File: src/rtl/cuckoo_hash_table.sv
// cuckoo_hash_table: N-way cuckoo hash table with H3 hashing per table, bounded
// multi-hop eviction, a one-entry overflow stash and valid/ready handshakes on
// both the request and response sides. One operation is in flight at a time.
module cuckoo_hash_table #(
    parameter int KEY_WIDTH  = 8,
    parameter int DATA_WIDTH = 32,
    parameter int NUM_TABLES = 2,
    parameter int ADDR_WIDTH = 2,
    parameter int MAX_KICKS  = 4,
    parameter logic [NUM_TABLES*KEY_WIDTH*ADDR_WIDTH-1:0] Q_MATRIX = 32'h0090_0009,
    localparam int KICK_W = $clog2(MAX_KICKS + 1),
    localparam int OCC_W  = $clog2(NUM_TABLES * (2 ** ADDR_WIDTH) + 2)
) (
    input  logic                  clk,
    input  logic                  reset,
    input  logic                  valid_i,
    output logic                  ready_o,
    input  logic [1:0]            op_i,
    input  logic [KEY_WIDTH-1:0]  key_i,
    input  logic [DATA_WIDTH-1:0] data_i,
    output logic                  valid_o,
    input  logic                  ready_i,
    output logic [DATA_WIDTH-1:0] read_data_o,
    output logic [2:0]            status_o,
    output logic [KICK_W-1:0]     kick_count_o,
    output logic [OCC_W-1:0]      occupancy_o
);

    localparam int SLOTS = 2 ** ADDR_WIDTH;
    localparam int TBL_W = $clog2(NUM_TABLES);

    typedef enum logic [2:0] {S_IDLE, S_LOOKUP, S_COMPARE, S_KICK_RD, S_KICK_CMP, S_RESP} state_e;
    typedef enum logic [1:0] {OP_NOP, OP_READ, OP_WRITE, OP_DELETE} op_e;
    typedef enum logic [2:0] {ST_OK, ST_NOT_FOUND, ST_FULL, ST_UPDATED, ST_STASHED} status_e;

    // H3 hash: XOR of the Q-matrix rows of table t selected by the set key bits.
    function automatic logic [ADDR_WIDTH-1:0] hash_f(input logic [KEY_WIDTH-1:0] key, input int t);
        logic [ADDR_WIDTH-1:0] h;
        h = '0;
        for (int k = 0; k < KEY_WIDTH; k++)
            if (key[k]) h ^= Q_MATRIX[(t*KEY_WIDTH+k)*ADDR_WIDTH +: ADDR_WIDTH];
        return h;
    endfunction

    state_e                state_q, state_d;
    op_e                   op_q, op_d;
    logic [KEY_WIDTH-1:0]  key_q, key_d, in_key_q, in_key_d, stash_key_q, stash_key_d;
    logic [DATA_WIDTH-1:0] data_q, data_d, in_data_q, in_data_d, stash_data_q, stash_data_d;
    logic                  stash_valid_q, stash_valid_d;
    logic [TBL_W-1:0]      tbl_q, tbl_d;
    logic [KICK_W-1:0]     kick_q, kick_d;
    logic [OCC_W-1:0]      occ_q, occ_d;
    status_e               status_q, status_d;
    logic [DATA_WIDTH-1:0] rdata_q, rdata_d;

    logic [KEY_WIDTH-1:0]  tbl_key_q  [NUM_TABLES][SLOTS];
    logic [DATA_WIDTH-1:0] tbl_data_q [NUM_TABLES][SLOTS];
    logic [SLOTS-1:0]      tbl_valid_q [NUM_TABLES];
    logic [KEY_WIDTH-1:0]  rd_key_q  [NUM_TABLES];
    logic [DATA_WIDTH-1:0] rd_data_q [NUM_TABLES];
    logic [ADDR_WIDTH-1:0] rd_idx_q  [NUM_TABLES];
    logic [ADDR_WIDTH-1:0] rd_addr   [NUM_TABLES];

    logic                  rd_en, wr_en, flag_en, flag_val;
    logic [TBL_W-1:0]      wr_tbl;
    logic [ADDR_WIDTH-1:0] wr_idx;
    logic [KEY_WIDTH-1:0]  wr_key, lookup_key;
    logic [DATA_WIDTH-1:0] wr_data;
    logic [NUM_TABLES-1:0] slot_valid;
    logic                  tbl_hit, tbl_free, stash_hit;
    logic [TBL_W-1:0]      hit_tbl, free_tbl;

    assign ready_o      = (state_q == S_IDLE) && !reset;
    assign valid_o      = (state_q == S_RESP);
    assign read_data_o  = rdata_q;
    assign status_o     = status_q;
    assign kick_count_o = kick_q;
    assign occupancy_o  = occ_q;

    // Control and stash registers, cleared by synchronous reset.
    // NOTE: sequential state uses non-blocking assignments so every register samples pre-edge values.
    always_ff @(posedge clk) begin
        if (reset) begin
            state_q       <= S_IDLE;
            op_q          <= OP_NOP;
            key_q         <= '0;
            data_q        <= '0;
            in_key_q      <= '0;
            in_data_q     <= '0;
            stash_key_q   <= '0;
            stash_data_q  <= '0;
            stash_valid_q <= 1'b0;
            tbl_q         <= '0;
            kick_q        <= '0;
            occ_q         <= '0;
            status_q      <= ST_OK;
            rdata_q       <= '0;
        end else begin
            state_q       <= state_d;
            op_q          <= op_d;
            key_q         <= key_d;
            data_q        <= data_d;
            in_key_q      <= in_key_d;
            in_data_q     <= in_data_d;
            stash_key_q   <= stash_key_d;
            stash_data_q  <= stash_data_d;
            stash_valid_q <= stash_valid_d;
            tbl_q         <= tbl_d;
            kick_q        <= kick_d;
            occ_q         <= occ_d;
            status_q      <= status_d;
            rdata_q       <= rdata_d;
        end
    end

    // Slot payload storage plus a registered read of the addressed slot in every table.
    // NOTE: payload RAMs have no reset; the valid flags alone decide whether a slot holds an entry.
    always_ff @(posedge clk) begin
        if (wr_en) begin
            tbl_key_q[wr_tbl][wr_idx]  <= wr_key;
            tbl_data_q[wr_tbl][wr_idx] <= wr_data;
        end
        if (rd_en) begin
            for (int t = 0; t < NUM_TABLES; t++) begin
                rd_key_q[t]  <= tbl_key_q[t][rd_addr[t]];
                rd_data_q[t] <= tbl_data_q[t][rd_addr[t]];
                rd_idx_q[t]  <= rd_addr[t];
            end
        end
    end

    // Per-slot valid flags, cleared by reset.
    always_ff @(posedge clk) begin
        if (reset) begin
            for (int t = 0; t < NUM_TABLES; t++) tbl_valid_q[t] <= '0;
        end else if (flag_en) begin
            tbl_valid_q[wr_tbl][wr_idx] <= flag_val;
        end
    end

    // Hash addresses and hit/free detection; the descending loop leaves the lowest table winning.
    // NOTE: every combinational output gets a default first, so no path can infer a latch.
    always_comb begin
        lookup_key = (state_q == S_KICK_RD) ? in_key_q : key_q;
        rd_addr    = '{default: '0};
        slot_valid = '0;
        tbl_hit    = 1'b0;
        hit_tbl    = '0;
        tbl_free   = 1'b0;
        free_tbl   = '0;
        for (int t = NUM_TABLES - 1; t >= 0; t--) begin
            rd_addr[t]    = hash_f(lookup_key, t);
            slot_valid[t] = tbl_valid_q[t][rd_idx_q[t]];
            if (slot_valid[t] && rd_key_q[t] == key_q) begin
                tbl_hit = 1'b1;
                hit_tbl = TBL_W'(t);
            end
            if (!slot_valid[t]) begin
                tbl_free = 1'b1;
                free_tbl = TBL_W'(t);
            end
        end
        stash_hit = stash_valid_q && (stash_key_q == key_q);
    end

    // Next-state, table write port and response decisions.
    always_comb begin
        state_d       = state_q;
        op_d          = op_q;
        key_d         = key_q;
        data_d        = data_q;
        in_key_d      = in_key_q;
        in_data_d     = in_data_q;
        stash_key_d   = stash_key_q;
        stash_data_d  = stash_data_q;
        stash_valid_d = stash_valid_q;
        tbl_d         = tbl_q;
        kick_d        = kick_q;
        occ_d         = occ_q;
        status_d      = status_q;
        rdata_d       = rdata_q;
        rd_en         = 1'b0;
        wr_en         = 1'b0;
        flag_en       = 1'b0;
        flag_val      = 1'b0;
        wr_tbl        = '0;
        wr_idx        = '0;
        wr_key        = key_q;
        wr_data       = data_q;

        case (state_q)
            S_IDLE: begin
                if (valid_i && ready_o) begin
                    op_d    = op_e'(op_i);
                    key_d   = key_i;
                    data_d  = data_i;
                    kick_d  = '0;
                    state_d = S_LOOKUP;
                end
            end
            S_LOOKUP: begin
                rd_en   = 1'b1;
                state_d = S_COMPARE;
            end
            S_COMPARE: begin
                rdata_d  = '0;
                status_d = ST_OK;
                state_d  = S_RESP;
                case (op_q)
                    OP_READ: begin
                        if (tbl_hit)        rdata_d  = rd_data_q[hit_tbl];
                        else if (stash_hit) rdata_d  = stash_data_q;
                        else                status_d = ST_NOT_FOUND;
                    end
                    OP_DELETE: begin
                        if (tbl_hit) begin
                            flag_en = 1'b1;
                            wr_tbl  = hit_tbl;
                            wr_idx  = rd_idx_q[hit_tbl];
                            occ_d   = occ_q - OCC_W'(1);
                        end else if (stash_hit) begin
                            stash_valid_d = 1'b0;
                            occ_d         = occ_q - OCC_W'(1);
                        end else begin
                            status_d = ST_NOT_FOUND;
                        end
                    end
                    OP_WRITE: begin
                        if (tbl_hit) begin
                            wr_en    = 1'b1;
                            wr_tbl   = hit_tbl;
                            wr_idx   = rd_idx_q[hit_tbl];
                            status_d = ST_UPDATED;
                        end else if (stash_hit) begin
                            stash_data_d = data_q;
                            status_d     = ST_UPDATED;
                        end else if (tbl_free) begin
                            wr_en    = 1'b1;
                            flag_en  = 1'b1;
                            flag_val = 1'b1;
                            wr_tbl   = free_tbl;
                            wr_idx   = rd_idx_q[free_tbl];
                            occ_d    = occ_q + OCC_W'(1);
                        end else if (stash_valid_q) begin
                            // Nowhere for a displaced element to land: refuse before touching tables.
                            status_d = ST_FULL;
                        end else begin
                            wr_en     = 1'b1;
                            wr_idx    = rd_idx_q[0];
                            in_key_d  = rd_key_q[0];
                            in_data_d = rd_data_q[0];
                            kick_d    = KICK_W'(1);
                            tbl_d     = TBL_W'(1);
                            state_d   = S_KICK_RD;
                        end
                    end
                    default: ;
                endcase
            end
            S_KICK_RD: begin
                rd_en   = 1'b1;
                state_d = S_KICK_CMP;
            end
            S_KICK_CMP: begin
                wr_tbl  = tbl_q;
                wr_idx  = rd_idx_q[tbl_q];
                wr_key  = in_key_q;
                wr_data = in_data_q;
                if (!slot_valid[tbl_q]) begin
                    wr_en    = 1'b1;
                    flag_en  = 1'b1;
                    flag_val = 1'b1;
                    occ_d    = occ_q + OCC_W'(1);
                    status_d = ST_OK;
                    state_d  = S_RESP;
                end else if (kick_q == KICK_W'(MAX_KICKS)) begin
                    stash_key_d   = in_key_q;
                    stash_data_d  = in_data_q;
                    stash_valid_d = 1'b1;
                    occ_d         = occ_q + OCC_W'(1);
                    status_d      = ST_STASHED;
                    state_d       = S_RESP;
                end else begin
                    wr_en     = 1'b1;
                    in_key_d  = rd_key_q[tbl_q];
                    in_data_d = rd_data_q[tbl_q];
                    kick_d    = kick_q + KICK_W'(1);
                    tbl_d     = (tbl_q == TBL_W'(NUM_TABLES - 1)) ? '0 : tbl_q + TBL_W'(1);
                    state_d   = S_KICK_RD;
                end
            end
            S_RESP: begin
                if (ready_i) state_d = S_IDLE;
            end
            default: state_d = S_IDLE;
        endcase
    end

endmodule
File: config.mk
export PLATFORM = sky130hd
export DESIGN_NAME = cuckoo_hash_table
export DESIGN_NICKNAME = d
export VERILOG_FILES = /design/src/rtl/cuckoo_hash_table.sv
export SDC_FILE = /design/constraint.sdc
export NUM_CORES = 1
export LEC_CHECK = 0
export CORE_ASPECT_RATIO = 0.5
export CORE_MARGIN = 8
export CORE_UTILIZATION = 50
export CTS_CLUSTER_DIAMETER = 150
export CTS_CLUSTER_SIZE = 20
export DETAILED_ROUTE_END_ITERATION = 8
export PLACE_DENSITY = 0.77
export SYNTH_ARGS = -nofsm -noshare
export SYNTH_HDL_FRONTEND = slang
export SYNTH_SLANG_ARGS = --single-unit
File: constraint.sdc
create_clock -name clk -period 12 [get_ports clk]
set_clock_uncertainty 0.1 [all_clocks]
set_input_delay 3 -clock clk [delete_from_list [all_inputs] [get_ports clk]]
set_output_delay 3 -clock clk [all_outputs]
set_load 0.01 [all_outputs]
# After elaboration in Yosys (flattened, before gate mapping)
# Memory sizes are Yosys's and may differ from the RTL's. A register that Yosys moved wholly into a read port is not among the register bits.
# Cells that the tools add are included.
# word_totals
memories	6
elab_cells	256
rom_bits	0
latchBits	0
ram_bits	412
ff_bits	169
output_inout_bits	44
# classes
n_lt_le_gt_ge	9
shift	0
div	0
multipliers	0
bitwise_logic	5
n_addsub	4
mux	165
reduce_logical	23
n_eq_ne	30
# mem_list
name	words	width	read_ports	rd_ports_with_merged_regs	wr	line_no	source
tbl_data_q	2	128	2	0	1	57	logic [DATA_WIDTH-1:0] tbl_data_q [NUM_TABLES][SLOTS];
rd_data_q	2	32	3	1	2	60	logic [DATA_WIDTH-1:0] rd_data_q [NUM_TABLES];
tbl_key_q	2	32	2	0	1	56	logic [KEY_WIDTH-1:0] tbl_key_q [NUM_TABLES][SLOTS];
rd_key_q	2	8	3	1	2	59	logic [KEY_WIDTH-1:0] rd_key_q [NUM_TABLES];
tbl_valid_q	2	4	2	0	2	58	logic [SLOTS-1:0] tbl_valid_q [NUM_TABLES];
rd_idx_q	2	2	5	1	2	61	logic [ADDR_WIDTH-1:0] rd_idx_q [NUM_TABLES];
# ops
operator	n
32-bit 2-to-1 mux	22
32-bit binary-select mux with 2-bit select	2
128-bit 2-to-1 mux	1
32-bit one-hot mux with 2 select lines	2
8-bit 2-to-1 mux	13
32-bit demux with 2-bit select	1
3-bit 2-to-1 mux	20
1-bit 2-to-1 mux	59
4-bit 2-to-1 mux	11
8-bit binary-select mux with 2-bit select	2
8-bit equality test	3
2-bit 2-to-1 mux	11
2-bit inequality test, second input constant	9
3-bit one-hot mux with 6 select lines	1
8-bit demux with 2-bit select	1
1-bit one-hot mux with 2 select lines	8
4-bit one-hot mux with 2 select lines	2
8-bit one-hot mux with 2 select lines	1
3-bit inequality test, second input constant	4
3-bit one-hot mux with 2 select lines	2
6-bit AND reduction	2
3-bit equality test, second input constant	3
3-bit greater-or-equal comparator, second input constant	3
2-bit by 3-bit less-than comparator with 1-bit output, second input constant	3
other kinds (32)	50

# Logic depth before layout (Yosys ltp)
# An unclocked memory read counts as a cell.
# depth
word_depth	18
depth_mapped	11
ltp_nobuf	7

# Worst setup path before layout
# Ideal clock, no wire load.
# synth_path
kind	flip-flop to flip-flop
from	register state_q[0]
to	memory rd_data_q[0][0], data pin
path_buffers	2
path_stages_with_launch	10
setup_time_ps	274
arrival_ps	6366
setup_slack_ps	5260
path_cell_list	dfxtp_1 -> buf_2 -> nor2b_1 -> nand2_1 -> mux2i_1 -> inv_2 -> clkbuf_1 -> nand2_1 -> and3_1 -> a31oi_1
# synth_lines
element	line_no	source
from (decl)	45	state_e state_q, state_d;
from (signal assigned)	99	state_q <= state_d;
to (decl)	60	

# Worst setup path after layout
# layout_path
from	input port reset
to	output port ready_o
# layout_via
elab_chain_len	2
# layout_rtl
element	line_no	source
from (decl)	15	input logic reset,
1-bit logical NOT	73	assign ready_o = (state_q == S_IDLE) && !reset;
1-bit logical AND	73	
to (decl)	17	output logic ready_o,
# No other way between the ends.

==> results.md <==
- Inst Count DP: about 2.7k
- Number of synthesized flops with an enable pin: between 400 and 500
- Met1 Usage GRT: between 20 and 30%
- Average via count per standard cell: 6.09
- Lkg Pwr: between 9 and 10 nW
- Slew @ Worst Pin: 1.07 ns
- CP startpoint kind: primary input
- Commonest non-fill, non-tap cell in the layout: nand2_1
- Post-cts repair resize count: 0
- Share of flip-flops with an asynchronous set or reset: 0%
- Fin crit share: 63.2%
- Final hold vios: 0
- Antenna-violating nets left: 0
- Switching Fraction: 24.8%
- Fillcell total: 3770
- Power Internal: 2.95 mW
- Syn Nets: ~2.1k
- Outcome: complete, no violations
- Syn Std Cell Area: around 0.024 sq mm
- DRC: 0
- Total power: 3.92 mW
- Relative slew margins: around 28%
- Hold Path Class: reg2reg
- Tmin final: 7.59 ns
- Grt ovf: 0
- Fmax: 132 MHz
- Logic pwr share: 10.3%
- CTS H-tree depth: 2
- Die H: 169 um
- Clk buf depth: 3
- Crit path required time: between 8 and 9 ns
- DR vias: between 15k and 20k
- Antenna violations before repair: 0
- Critical path endpoint category: output port
- Cts bufs inserted: 35
- Final setup viols: 0
- Routability cong.: 0.868
- Max-slew violations: 0
- Synth unique cells: 64
- GRT Resource Usage Total: 22.5%
- First-pass GRT wire length: 94900 um
- WL final: approximately 64000 um
- Max-cap viol count: 0
- Synthesis-to-layout area growth: 10.8%
- I/O Buffers: 89
- Met2 Track Usage GR: 37.3%
- Layout cells sized above 1: 5.88%
- Cts hold-fix bufs: 0
- Clock sinks: 582
- Most frequent cells in the layout: nand2_1, edfxtp_1, dfxtp_1
- Avg WL per Cell: 23.3 um
- Io pins: 90
- Post-CTS Setup Inserts: 0
- RSZ-0062 raised after global routing: false
- CTS tree: done
- Syn Inst Count: around 2.1k
- Initial core utilization: 50.4%
- Core Region: between 0.04 and 0.05 sq mm
- Post-Syn Area per Cell: 11.5 sq um
- Crit Path Max Fanout: 26
- Ant diodes: 0
- Initial DRC Count: 2107
- Clk_lat worst skew: between 0.5 and 0.6 ns
- Primary FF master, synth: edfxtp_1
- Clock Tree Root: clkbuf_16
- Power Density: 150 mW/mm^2
- Clock transition at the registers of the reported paths: ~0.080 ns
- Largest net degree at the start of global routing: 76
- Gr busiest metal: met2
- Layout net count: 2116
- Crit Path Class: in2out
- Worst IR Drop VDD: about 0.097 mV
- NetSw: 972 uW
- Clock Power Share: 31.1%
- Sum Neg Setup Slack: 0 ns
- Seq/Total Area, Yosys: 67.0%
- Drt first pass iters: 6
- Number of synthesized register bits: 582
- Crit path DAT: approximately 4.5 ns
- Synth warn: 0
- DIE WIDTH: 323 um
- Sequential share of power: 58.6%
- Hold slack: 0.358 ns
- Die ar.: 0.0547 sq mm
- Layout Cells excl Fill: 2730
- Row cnt: 56
- Dpl hpwl: 34700 um
- Met3 Resource Use GR: 3.61%
- Vias in the first global route: 16.0k
[per-layer routing]
metal	wire [um]	up-vias
met5	0	-
met4	2260	0
met3	6860	162
met2	30000	919
met1	24400	8129
li1	-	7406
[worst paths after layout]
check	slack (ns)	cells past startpoint	start	to
max	4.41	4	reset	ready_o
min	0.36	2	data_q[7]	data_q[7]
max reg2reg	7.16	8	key_q[0]	tbl_data_q[0][43]
min reg2reg	0.36	2	data_q[7]	data_q[7]
[critical path, cell delays in order]
cell and delay (ns):
buf_2 0.10, buf_4 0.25, nor4_1 0.47, clkdlybuf4s50_1 0.65
[per-stage QoR]
step | instance area, sq um | utilization, % | setup WS, ns
after floorplan | 23500 | - | 5.26
after global placement | 25000 | 53.7 | 4.47
after detailed placement | 25000 | 53.7 | 4.46
after CTS | 26100 | 55.9 | 4.45
after global routing | 26100 | 55.9 | 4.33
final | 26100 | 55.9 | 4.41
[final cells by class]
| cell class | count | area (sq um) | share of cell area (%) |
|---|---|---|---|
| Multi-Input combinational cell | 1306 | 7240 | 27.8 |
| Clock inverter | 3 | 45.0 | 0.173 |
| Tap cell | 638 | 798 | 3.06 |
| Timing Repair Buffer | 129 | 1190 | 4.55 |
| Inverter | 12 | 47.5 | 0.182 |
| Sequential cell | 582 | 15800 | 60.5 |
| Clock buffer | 60 | 991 | 3.80 |
[kinds of logic (layout without fill, tap and decap cells)]
family	count (synthesis)	after routing	synth area share [%]
multiplexers	89	89	3.90
flip-flops	582	582	67.0
AO/OA/AOI/OAI	294	294	8.83
buffers and inverters	165	204	2.81
AND/OR/NAND/NOR	894	894	16.3
adder cells (fa/ha/maj)	4	4	0.213
XOR/XNOR	25	25	0.930
[power groups by stage]
stage,Combinational (mW),Clock (mW),Sequential (mW)
floorplan,0.266,0,2.32
detailed placement,0.397,0,2.34
CTS,0.399,1.22,2.29
finish,0.405,1.22,2.30
global placement,0.384,0,2.34
global route,0.437,1.30,2.30
[synthesized netlist by cell type, drive strengths merged, types with 5 or more instances]
library cell / n / share of area, %
nor4: 16 / 0.56
and3: 86 / 2.3
dfxtp: 170 / 14
mux2i: 85 / 3.6
a221oi: 30 / 1.1
o41ai: 5 / 0.22
edfxtp: 412 / 53
xor2: 16 / 0.60
o31ai: 40 / 1.3
clkbuf: 118 / 1.9
a31oi: 128 / 3.4
nand2: 641 / 10
o21ai: 7 / 0.15
nor3: 13 / 0.28
a21oi: 17 / 0.36
nand3: 57 / 1.2
a211oi: 43 / 1.4
xnor2: 9 / 0.33
buf: 35 / 0.74
nor2: 51 / 0.81
inv: 12 / 0.19
[state kept, by name (all words and copies together), names as in the netlist, 2 cells and up, named ones only]
register and flops:
read_data_o 32, rd_idx_q 4, tbl_valid_q 8, state_q 3
in_data_q 32, occupancy_o 4, stash_key_q 8, rd_key_q 16
stash_data_q 32, key_q 8, op_q 2, data_q 32
status_o 3, tbl_data_q 256, kick_count_o 3, in_key_q 8
tbl_key_q 64, rd_data_q 64
Power figures use the tool's default switching activity.
